File: src/rtl/pong_serve_controller.sv
// pong_serve_controller: Pong round sequencer (serve countdown, scoring, game over)
module pong_serve_controller #(
    parameter int SERVE_DELAY_SECONDS = 3,
    parameter int COUNT_WIDTH = 3,
    parameter int WIN_SCORE = 9,
    parameter int SCORE_WIDTH = 4
) (
    input  logic                   Clock,
    input  logic                   Reset,
    input  logic                   Restart,
    input  logic                   PointLeft,
    input  logic                   PointRight,
    input  logic                   TimerTimeout,
    output logic                   TimerStart,
    output logic                   ServeEnable,
    output logic                   ServeDirection,
    output logic [COUNT_WIDTH-1:0] CountdownValue,
    output logic [SCORE_WIDTH-1:0] ScoreLeft,
    output logic [SCORE_WIDTH-1:0] ScoreRight,
    output logic                   GameOver
);
    typedef enum logic [2:0] {IDLE, ARM, WAIT, PLAY, DRAIN, OVER} state_t;
    localparam logic [COUNT_WIDTH-1:0] RELOAD = COUNT_WIDTH'(SERVE_DELAY_SECONDS);
    localparam logic [SCORE_WIDTH-1:0] WIN = SCORE_WIDTH'(WIN_SCORE);
    state_t state;
    logic [SCORE_WIDTH-1:0] left_inc, right_inc;
    logic let_point, win_point, hold_drain;
    assign left_inc = ScoreLeft + SCORE_WIDTH'(1);
    assign right_inc = ScoreRight + SCORE_WIDTH'(1);
    assign let_point = PointLeft && PointRight;
    assign win_point = !let_point && (PointLeft ? left_inc == WIN : right_inc == WIN);
    // a restart while the timer is still counting must swallow its pending timeout first
    assign hold_drain = state == WAIT && !TimerTimeout;
    // round sequencer with all outputs registered; restart overrides everything except an active drain
    always_ff @(posedge Clock or negedge Reset) begin
        if (!Reset) begin
            state <= IDLE;
            TimerStart <= 1'b0;
            ServeEnable <= 1'b0;
            ServeDirection <= 1'b0;
            CountdownValue <= '0;
            ScoreLeft <= '0;
            ScoreRight <= '0;
            GameOver <= 1'b0;
        end else begin
            TimerStart <= 1'b0;
            if (Restart && state != DRAIN) begin
                state <= hold_drain ? DRAIN : ARM;
                TimerStart <= !hold_drain;
                ServeEnable <= 1'b0;
                ServeDirection <= 1'b0;
                CountdownValue <= RELOAD;
                ScoreLeft <= '0;
                ScoreRight <= '0;
                GameOver <= 1'b0;
            end else begin
                case (state)
                    ARM: state <= WAIT;
                    WAIT: if (TimerTimeout) begin
                        CountdownValue <= CountdownValue - COUNT_WIDTH'(1);
                        if (CountdownValue == COUNT_WIDTH'(1)) begin
                            state <= PLAY;
                            ServeEnable <= 1'b1;
                        end else begin
                            state <= ARM;
                            TimerStart <= 1'b1;
                        end
                    end
                    DRAIN: if (TimerTimeout) begin
                        state <= ARM;
                        TimerStart <= 1'b1;
                    end
                    PLAY: if (PointLeft || PointRight) begin
                        ServeEnable <= 1'b0;
                        if (PointLeft && !PointRight) begin
                            ScoreLeft <= left_inc;
                            ServeDirection <= 1'b1;
                        end
                        if (PointRight && !PointLeft) begin
                            ScoreRight <= right_inc;
                            ServeDirection <= 1'b0;
                        end
                        state <= win_point ? OVER : ARM;
                        TimerStart <= !win_point;
                        GameOver <= win_point;
                        CountdownValue <= win_point ? '0 : RELOAD;
                    end
                    default: ;
                endcase
            end
        end
    end
endmodule

File: config.mk
export PLATFORM = sky130hd
export DESIGN_NAME = pong_serve_controller
export DESIGN_NICKNAME = d
export VERILOG_FILES = /design/src/rtl/pong_serve_controller.sv
export SDC_FILE = /design/constraint.sdc
export NUM_CORES = 1
export LEC_CHECK = 0
export BUFFER_PORTS_ARGS = -buffer_cell sky130_fd_sc_hd__buf_4
export CORE_MARGIN = 2
export CORE_UTILIZATION = 59
export CTS_CLUSTER_DIAMETER = 200
export DETAILED_ROUTE_END_ITERATION = 10
export PLACE_DENSITY_LB_ADDON = 0.3
export SETUP_SLACK_MARGIN = 0.5
export SYNTH_ARGS = -nofsm -noshare
export SYNTH_HDL_FRONTEND = slang
export SYNTH_SLANG_ARGS = --single-unit
File: constraint.sdc
create_clock -name Clock -period 4.64 [get_ports Clock]
set_clock_uncertainty 0.05 [all_clocks]
set_input_delay 0 -clock Clock [delete_from_list [all_inputs] [get_ports Clock]]
set_output_delay 0 -clock Clock [all_outputs]
set_load 0.05 [all_outputs]
# ---- Yosys cells after proc, flatten, opt, wreduce, memory -nomap -nowiden
# Index checks and enable logic that the tools add are counted.
dict set report classes {
  n_addsub 3
  n_eq_ne 12
  mux 41
  reduce_logical 27
}
# operator n
set op_table {}
lappend op_table {{$mux W4} 8}
lappend op_table {{$mux W3} 9}
lappend op_table {{$mux W1} 18}
lappend op_table {{$pmux W3 S4} 1}
lappend op_table {{$reduce_and A3 Y1} 4}
lappend op_table {{$ne A3 B3 Y1 const B} 3}
lappend op_table {{$add A4 B1 Y4 const B} 2}
lappend op_table {{$eq A4 B4 Y1 const B} 2}
lappend op_table {{$reduce_and A4 Y1} 2}
lappend op_table {{$reduce_bool A2 Y1} 4}
lappend op_table {{$eq A3 B1 Y1 const B} 2}
lappend op_table {{$eq A3 B2 Y1 const B} 2}
lappend op_table {{$logic_and A1 B1 Y1} 6}
lappend op_table {{$logic_not A1 Y1} 6}
lappend op_table {{$pmux W3 S2} 1}
lappend op_table {{$reduce_bool A3 Y1} 2}
lappend op_table {{$reduce_bool A5 Y1} 1}
lappend op_table {{$mux W2} 2}
lappend op_table {{$eq A3 B3 Y1 const B} 1}
lappend op_table {{$ne A3 B1 Y1 const B} 1}
lappend op_table {{$ne A3 B2 Y1 const B} 1}
lappend op_table {{$pmux W1 S3} 1}
lappend op_table {{$sub A3 B1 Y3 const B} 1}
lappend op_table {{$pmux W1 S2} 1}
lappend op_table {{2 further kinds} 2}
dict set report word_totals {
  regBits 18
  input_bits 6
  output_inout_bits 15
  wordCells 91
}

# ---- Logic depth before layout (Yosys ltp)
# Gate-level depths: netlist of the first run.
dict set report logic_depth {
  word_depth 8
  ltp_mapped 6
  depth_no_buf 6
}

# ---- Worst setup path after synthesis of the first run
# No wires, ideal clock.
dict set report synth_path {
  path_type {reg2reg}
  start {register ScoreLeft[0]}
  end {register state[2]}
  setup_ns 0.124
  arrival_ns 1.580
  t_required_ns 4.466
  slack_ns 2.886
  path_stages_with_launch 6
  path_buffers 0
  synth_period_minus_slack_ns 1.754
  path_cell_list {dfrtp_1 > ha_1 > xnor2_1 > nand4_1 > a21oi_4 > a211o_1}
}
dict set report synth_between {
  elab_chain_cells 8
}
# item line_no
set synth_lines {}
lappend synth_lines {{from (decl)} 18} ;# output logic [SCORE_WIDTH-1:0] ScoreLeft,
lappend synth_lines {{from (signal assigned)} 76} ;# ScoreLeft <= left_inc;
lappend synth_lines {{$add A4 B1 Y4} 28} ;# assign left_inc = ScoreLeft + SCORE_WIDTH'(1);
lappend synth_lines {{$eq A4 B4 Y1} 31} ;# assign win_point = !let_point && (PointLeft ? left_inc == WIN : right_inc == WIN);
lappend synth_lines {{$mux W1} 31}
lappend synth_lines {{$logic_and A1 B1 Y1} 31}
lappend synth_lines {{$mux W3} 83} ;# state <= win_point ? OVER : ARM;
lappend synth_lines {{$mux W3} 73} ;# PLAY: if (PointLeft || PointRight) begin
lappend synth_lines {{$pmux W3 S4} 57} ;# case (state)
lappend synth_lines {{$mux W3} 47} ;# if (Restart && state != DRAIN) begin
lappend synth_lines {{to (signal assigned)} 48} ;# state <= hold_drain ? DRAIN : ARM;
lappend synth_lines {{to (signal assigned)} 83}
lappend synth_lines {{to (decl)} 25} ;# state_t state;
# Every way passes these cells. The select of a mux whose other input is x is not followed.
# A chain may end at the register's enable or synchronous reset.

# ---- Final worst setup path of the first run
dict set report layout_path {
  start {register state[2]}
  end {register ServeDirection}
}
dict set report layout_between {
  elab_chain_cells 4
  word_cells_on_any_way 8
  cone_classes {eq/ne (2); mux (1); reduce/logical (5)}
}
# item line_no
set layout_lines {}
lappend layout_lines {{$ne A3 B3 Y1} 47}
lappend layout_lines {{$logic_and A1 B1 Y1} 47}
lappend layout_lines {{$reduce_bool A3 Y1 (no source line) or $reduce_bool A2 Y1 (tied branches)} -}
lappend layout_lines {{$reduce_and A3 Y1 (no source line)} -}
lappend layout_lines {{to (signal assigned)} 40} ;# ServeDirection <= 1'b0;
lappend layout_lines {{to (signal assigned)} 51} ;# ServeDirection <= 1'b0;
lappend layout_lines {{to (signal assigned)} 77} ;# ServeDirection <= 1'b1;
lappend layout_lines {{to (decl)} 16} ;# output logic ServeDirection,
# Several ways; a longest one is shown, not always the timed one.

==> results of run 1 <==
==> layout by cell type (no fill, tap or decap), drive strengths merged, types with 2 or more instances in the layout <==
master / Yosys / layout
nand4: 4 / 4
a22oi: 2 / 2
o21a: 2 / 2
a21o: 3 / 3
nand2: 10 / 10
ha: 4 / 4
a211o: 3 / 3
nor2: 7 / 7
o31ai: 6 / 6
clkbuf: 1 / 3
nor3: 5 / 5
nand3: 5 / 5
o21ai: 14 / 14
dfrtp: 18 / 18
or2: 3 / 3
and2b: 2 / 2
dlygate4sd3: 0 / 4
buf: 5 / 20
nor2b: 2 / 2
xnor2: 2 / 2
a21oi: 11 / 11
inv: 5 / 5
nand2b: 3 / 3
a31oi: 2 / 2
nor3b: 2 / 2
or3b: 2 / 2
==> through the flow <==
step / cell area (um^2) / cells / util (%)
5_1_grt: 1420 / 179 / 72.4
4_1_cts: 1420 / 179 / 72.4
6_report: 1420 / 179 / 72.4
2_1_floorplan: 1220 / 131 / -
3_5_place_dp: 1360 / 172 / 69.2
3_3_place_gp: 1360 / 172 / 69.2
==> cell type report <==
cell class,count,area (um^2)
Clock buffer,3,22.5
Fill cell,158,542
Inverter,5,18.8
Multi-Input combinational cell,102,704
Sequential cell,18,450
Tap cell,27,33.8
Timing Repair Buffer,24,190
==> registers in the layout (all words and copies together), names as in the netlist <==
name            count
CountdownValue      3
GameOver            1
ScoreLeft           4
ScoreRight          4
ServeDirection      1
ServeEnable         1
TimerStart          1
state               3
==> cell families (layout without fill, tap and decap cells) <==
kind of cell,count (synthesis),in the layout,share of synthesized area (%)
buf+inv,11,32,5.62
compound gates,48,48,28.0
mux,1,1,0.818
fa+ha+maj,4,4,4.09
xor+xnor,2,2,1.43
flops,18,18,36.8
simple gates,47,47,23.2
==> how the worst max path moves through the flow <==
stage                              from                 to  slack, ns  cells after the start
final                          state[2]     ServeDirection       2.41                      5
after global routing           state[1]     ServeDirection       2.37                      5
after CTS                      state[2]     ServeDirection       2.44                      5
after detailed placement  ScoreRight[0]           GameOver       3.01                      5
after global placement         state[1]  CountdownValue[0]       3.06                      4
after floorplan            ScoreLeft[0]           state[2]       2.89                      5
==> worst min-delay path, stage by stage <==
cell and delay [ns]:
buf_4 0.12, a21oi_1 0.04, o21ai_0 0.15
==> metal layers <==
layer  vias to the layer above  global-route usage [%]  share of wire (%)
met3                         5                    3.94                3.2
li1                        524                       -                  -
met1                       533                    30.6                 42
met5                         -                       0                  0
met2                        21                    45.1                 54
met4                         0                    9.26                1.4
==> report_power, final <==
group / leakage, nW / switching [mW] / total [mW] / internal (mW)
logic: 0.388 / 0.171 / 0.268 / 0.0970
registers: 0.238 / 0.0363 / 0.218 / 0.182
clock network: 0.0138 / 0.0484 / 0.0787 / 0.0303
total: 0.639 / 0.255 / 0.564 / 0.309
==> timing repair <==
action	4_1_cts	5_1_grt
buffers inserted	0	0
endpoints found under the hold margin	20	0
hold buffers	4	0
==> impl_metrics.toml, run 1 <==
[status]
status = "complete, no violations"

[synthesis]
synth_top_area_share_pct = 36.8
netlist_area_um2 = 1220
ys.flop_type = "dfrtp_1"
ys_top_cells_by_count = "dfrtp_1, nand2_1, o21ai_0"
synthCells = 131
synth_area_leader_cell = "dfrtp_1"
synth_seq_area_share_pct = 36.8
synth_area_per_cell_um2 = 9.34
synth_nets = 141
yosysMostFrequentCell = "dfrtp_1"
synth-edff-count = 0
yosysWarnings = 0
postSynth.asyncResetShare_pct = 100
ys_types = 46
synth_seq_cells = 18
synth_area_leaders = "dfrtp_1, ha_1, a21oi_2"

[critical_path]
rrSetupSlack_ns = 2.41
crit_chain = "and2b_4, nor2_2, o21bai_1, a31oi_1, dlygate4sd3_1"
reg2reg_from = "state[2]"
crit_buf_inv = 1
cp_top_family = "simple AND/OR/NAND/NOR gates"
max_stage_delay_ns = 0.57
critPathLaunchType = "flop"
critPathCaptureType = "flop"
critPathMaxFanout = 11
critical_path_class = "flop to flop"
cp.arrival_ns = 2.42
cp_slowest_cell = "dlygate4sd3_1"
required_ns = 4.83
r2r_end = "ServeDirection"
worst-r2r-cell-count = 5

[floorplanning]
fp.dieArea_um2 = 2450
core_area_um2 = 1960
start_util_pct = 62.4
die_h_um = 49.5
io_pins = 21
rows = 16
fp.dieW_um = 49.5

[placed_design]
dp_hpwl_um = 2030
io_buffer_count = 20
gp_congestion = 0.907
place_ws_ns = 3.01

[sta]
hold_slack_ns = 0.00299
rsz0062_at_grt = "no"
fin_setup_tns_ns = 0
hold_viol = 0
period_minus_slack_ns = 2.23
finalSetupViolCount = 0
fin_crit_sh_pct = 48.0
relSlewSlack_pct = 59.8
fmax_ghz = 0.449
maxSlewViolCount = 0
tightest_slew_ns = 0.602
setup_slack_ns = 2.41

[min_path]
min_to = "TimerStart"
hp-class = "input port to flop"
min_from = "TimerTimeout"
whs_path_depth = 3

[grt]
grt_use_total_pct = 25.3
grt_first_pass_wirelength_um = 4740
antenna_found_initial = 0
grt_overflow = 0
grt_max_degree = 19
grt_pass1_vias = 1021

[pwr]
power_density_nw_per_um2 = 397
peakVddDrop_mv = 0.279
leakagePower_nw = 0.639
total_power_uw = 564

[detailed_routing]
vias = 1083
postRouteAntennaNets = 0
dr.first_iter.drc_count = 30
wl_per_cell_um = 16.2
routed_wl_um = 2900
drc = 0
viasPerCell = 6.05
firstDrtPassIters = 4

[clock_network]
clock-sinks = 18
root_buffer = "clkbuf_4"
htreeDepth = 1
clk_latency_ns = 0.30
cts-resized-gates = 0
clock_path_buffers = 2
cts_buffers = 3
path_clk_slew_ns = 0.10
cts_tree = "done"

[final_layout]
fin_nets = 164
area_growth_pct = 16.1
diodes = 0
drive_gt1_share_pct = 27.0

[run]
drv_cap = 0
Note: power is estimated with default switching activity, not from simulation.
==> inputs of run 2 (changes only) <==
--- a/config.mk
+++ b/config.mk
@@ -7,7 +7,7 @@
 export LEC_CHECK = 0
 export BUFFER_PORTS_ARGS = -buffer_cell sky130_fd_sc_hd__buf_4
 export CORE_MARGIN = 2
-export CORE_UTILIZATION = 59
+export CORE_UTILIZATION = 55
 export CTS_CLUSTER_DIAMETER = 200
 export DETAILED_ROUTE_END_ITERATION = 10
 export PLACE_DENSITY_LB_ADDON = 0.3
==> constraint.sdc (replaced) <==
create_clock -name Clock -period 2.1 [get_ports Clock]
set_clock_uncertainty 0.05 [all_clocks]
set_input_delay 0 -clock Clock [delete_from_list [all_inputs] [get_ports Clock]]
set_output_delay 0 -clock Clock [all_outputs]
set_load 0.05 [all_outputs]
==> impl_metrics.toml, run 2 (synthesis gave the netlist of run 1 again) <==
[detailed_routing]
postRouteAntennaNets = 0
dr.first_iter.drc_count = 40
wl_per_cell_um = 15.0
vias = 1105
viasPerCell = 6.01
firstDrtPassIters = 4
routed_wl_um = 2770
drc = 0

[floorplanning]
start_util_pct = 57.0
core_area_um2 = 2150
die_h_um = 51.2
fp.dieArea_um2 = 2620
rows = 17
io_pins = 21
fp.dieW_um = 51.2

[final_layout]
fin_area_um2 = 1510
drive_gt1_share_pct = 35.3
fin_nets = 167
diodes = 0
layout_common_cells = "buf_4, dfrtp_1, nand2_1, o21ai_0"
layout_commonest_cell = "buf_4"
nFillCells = 174
area_growth_pct = 23.0
multi_input_area_um2 = 742
regArea_um2 = 458
post-route-util_pct = 70.1
largestRegisters = "ScoreLeft x4, ScoreRight x4"

[grt]
grt_overflow = 0
grt_max_degree = 19
grt_util_met2_pct = 37.2
grt_pass1_vias = 965
gr-max-usage-layer = "met2"
antenna_found_initial = 0
use_met1_pct = 30.8
grt_first_pass_wirelength_um = 4490
use_met3_pct = 2.92
grt_use_total_pct = 22.9

[critical_path]
crit_chain = "ha_4, nor2_1, nand4_1, a21oi_4, o2bb2ai_1"
cp_top_family = "flip-flops"
critical_path_class = "flop to flop"
critPathLaunchType = "flop"
required_ns = 2.28
crit_buf_inv = 0
cp.arrival_ns = 1.72
max_stage_delay_ns = 0.47
critPathCaptureType = "flop"
cp_slowest_cell = "dfrtp_2"
critPathMaxFanout = 6

[clock_network]
root_buffer = "clkbuf_4"
clock_path_buffers = 2
cts_tree = "done"
clk_latency_ns = 0.29
htreeDepth = 1
path_clk_slew_ns = 0.10
cts_buffers = 3
clock-sinks = 18

[sta]
tightest_slew_ns = 0.337
fin_setup_tns_ns = 0
period_minus_slack_ns = 1.55
rsz0062_at_grt = "no"
hold_slack_ns = 0.0464
setup_slack_ns = 0.554
fin_crit_sh_pct = 73.6
hold_viol = 0
relSlewSlack_pct = 77.5
maxSlewViolCount = 0
finalSetupViolCount = 0
fmax_ghz = 0.647

[status]
status = "complete, no violations"

[min_path]
hp-class = "input port to asynchronous set/reset pin"

[placed_design]
placed_area_um2 = 1380
io_buffer_count = 20
gp_congestion = 0.913
dp_hpwl_um = 1930
place_ws_ns = 0.441

[pwr]
peakVddDrop_mv = 0.560
leakagePower_nw = 0.649
power_density_nw_per_um2 = 887

[run]
drv_cap = 0
[run 2: layer usage]
| layer | share of wire (%) | up-vias |
|---|---|---|
| met4 | 1.3 | 0 |
| met3 | 5.7 | 6 |
| met1 | 44 | 526 |
| met5 | 0 | - |
| met2 | 49 | 44 |
| li1 | - | 529 |
[run 2: path summary, 6_finish.rpt]
| kind | cells past startpoint | start | slack (ns) | to |
|---|---|---|---|---|
| worst max-delay path | 5 | ScoreLeft[0] | 0.55 | GameOver |
| worst min-delay path | 2 | Reset | 0.05 | CountdownValue[0] |
| worst max register to register | 5 | ScoreLeft[0] | 0.55 | GameOver |
| worst min register to register | 1 | ScoreRight[0] | 0.48 | ScoreRight[0] |
| max in group asynchronous | 2 | Reset | 1.74 | state[0] |
| min in group Clock | 3 | TimerTimeout | 0.05 | TimerStart |
[run 2: through the flow]
stage                     total power, mW  instances
final                                1.34        184
after global routing                 1.42        184
after CTS                            1.31        181
after detailed placement             1.09        173
after global placement               1.07        173
after floorplan                     0.941        131
[run 2: area by class of cell]
type | count | share of cell area [%]
repair buffers | 27 | 14.3
well taps | 28 | 2.33
clock buffers | 4 | 2.41
inverters | 5 | 1.25
flip-flops and latches | 18 | 30.4
multi-input cells | 102 | 49.3
[run 2: repair_timing]
action / in CTS / in global routing
pin swaps: 0 / 1
endpoints found under the hold margin: 20 / 1
setup endpoints to repair: 13 / 12
gates resized for setup: 3 / 4
hold buffers: 4 / 1
buffers inserted: 0 / 2
[run 2: where the power goes]
group	internal, mW	switching [mW]
Clock	0.106	0.110
Sequential	0.406	0.0793
Combinational	0.240	0.395
Total	0.752	0.584
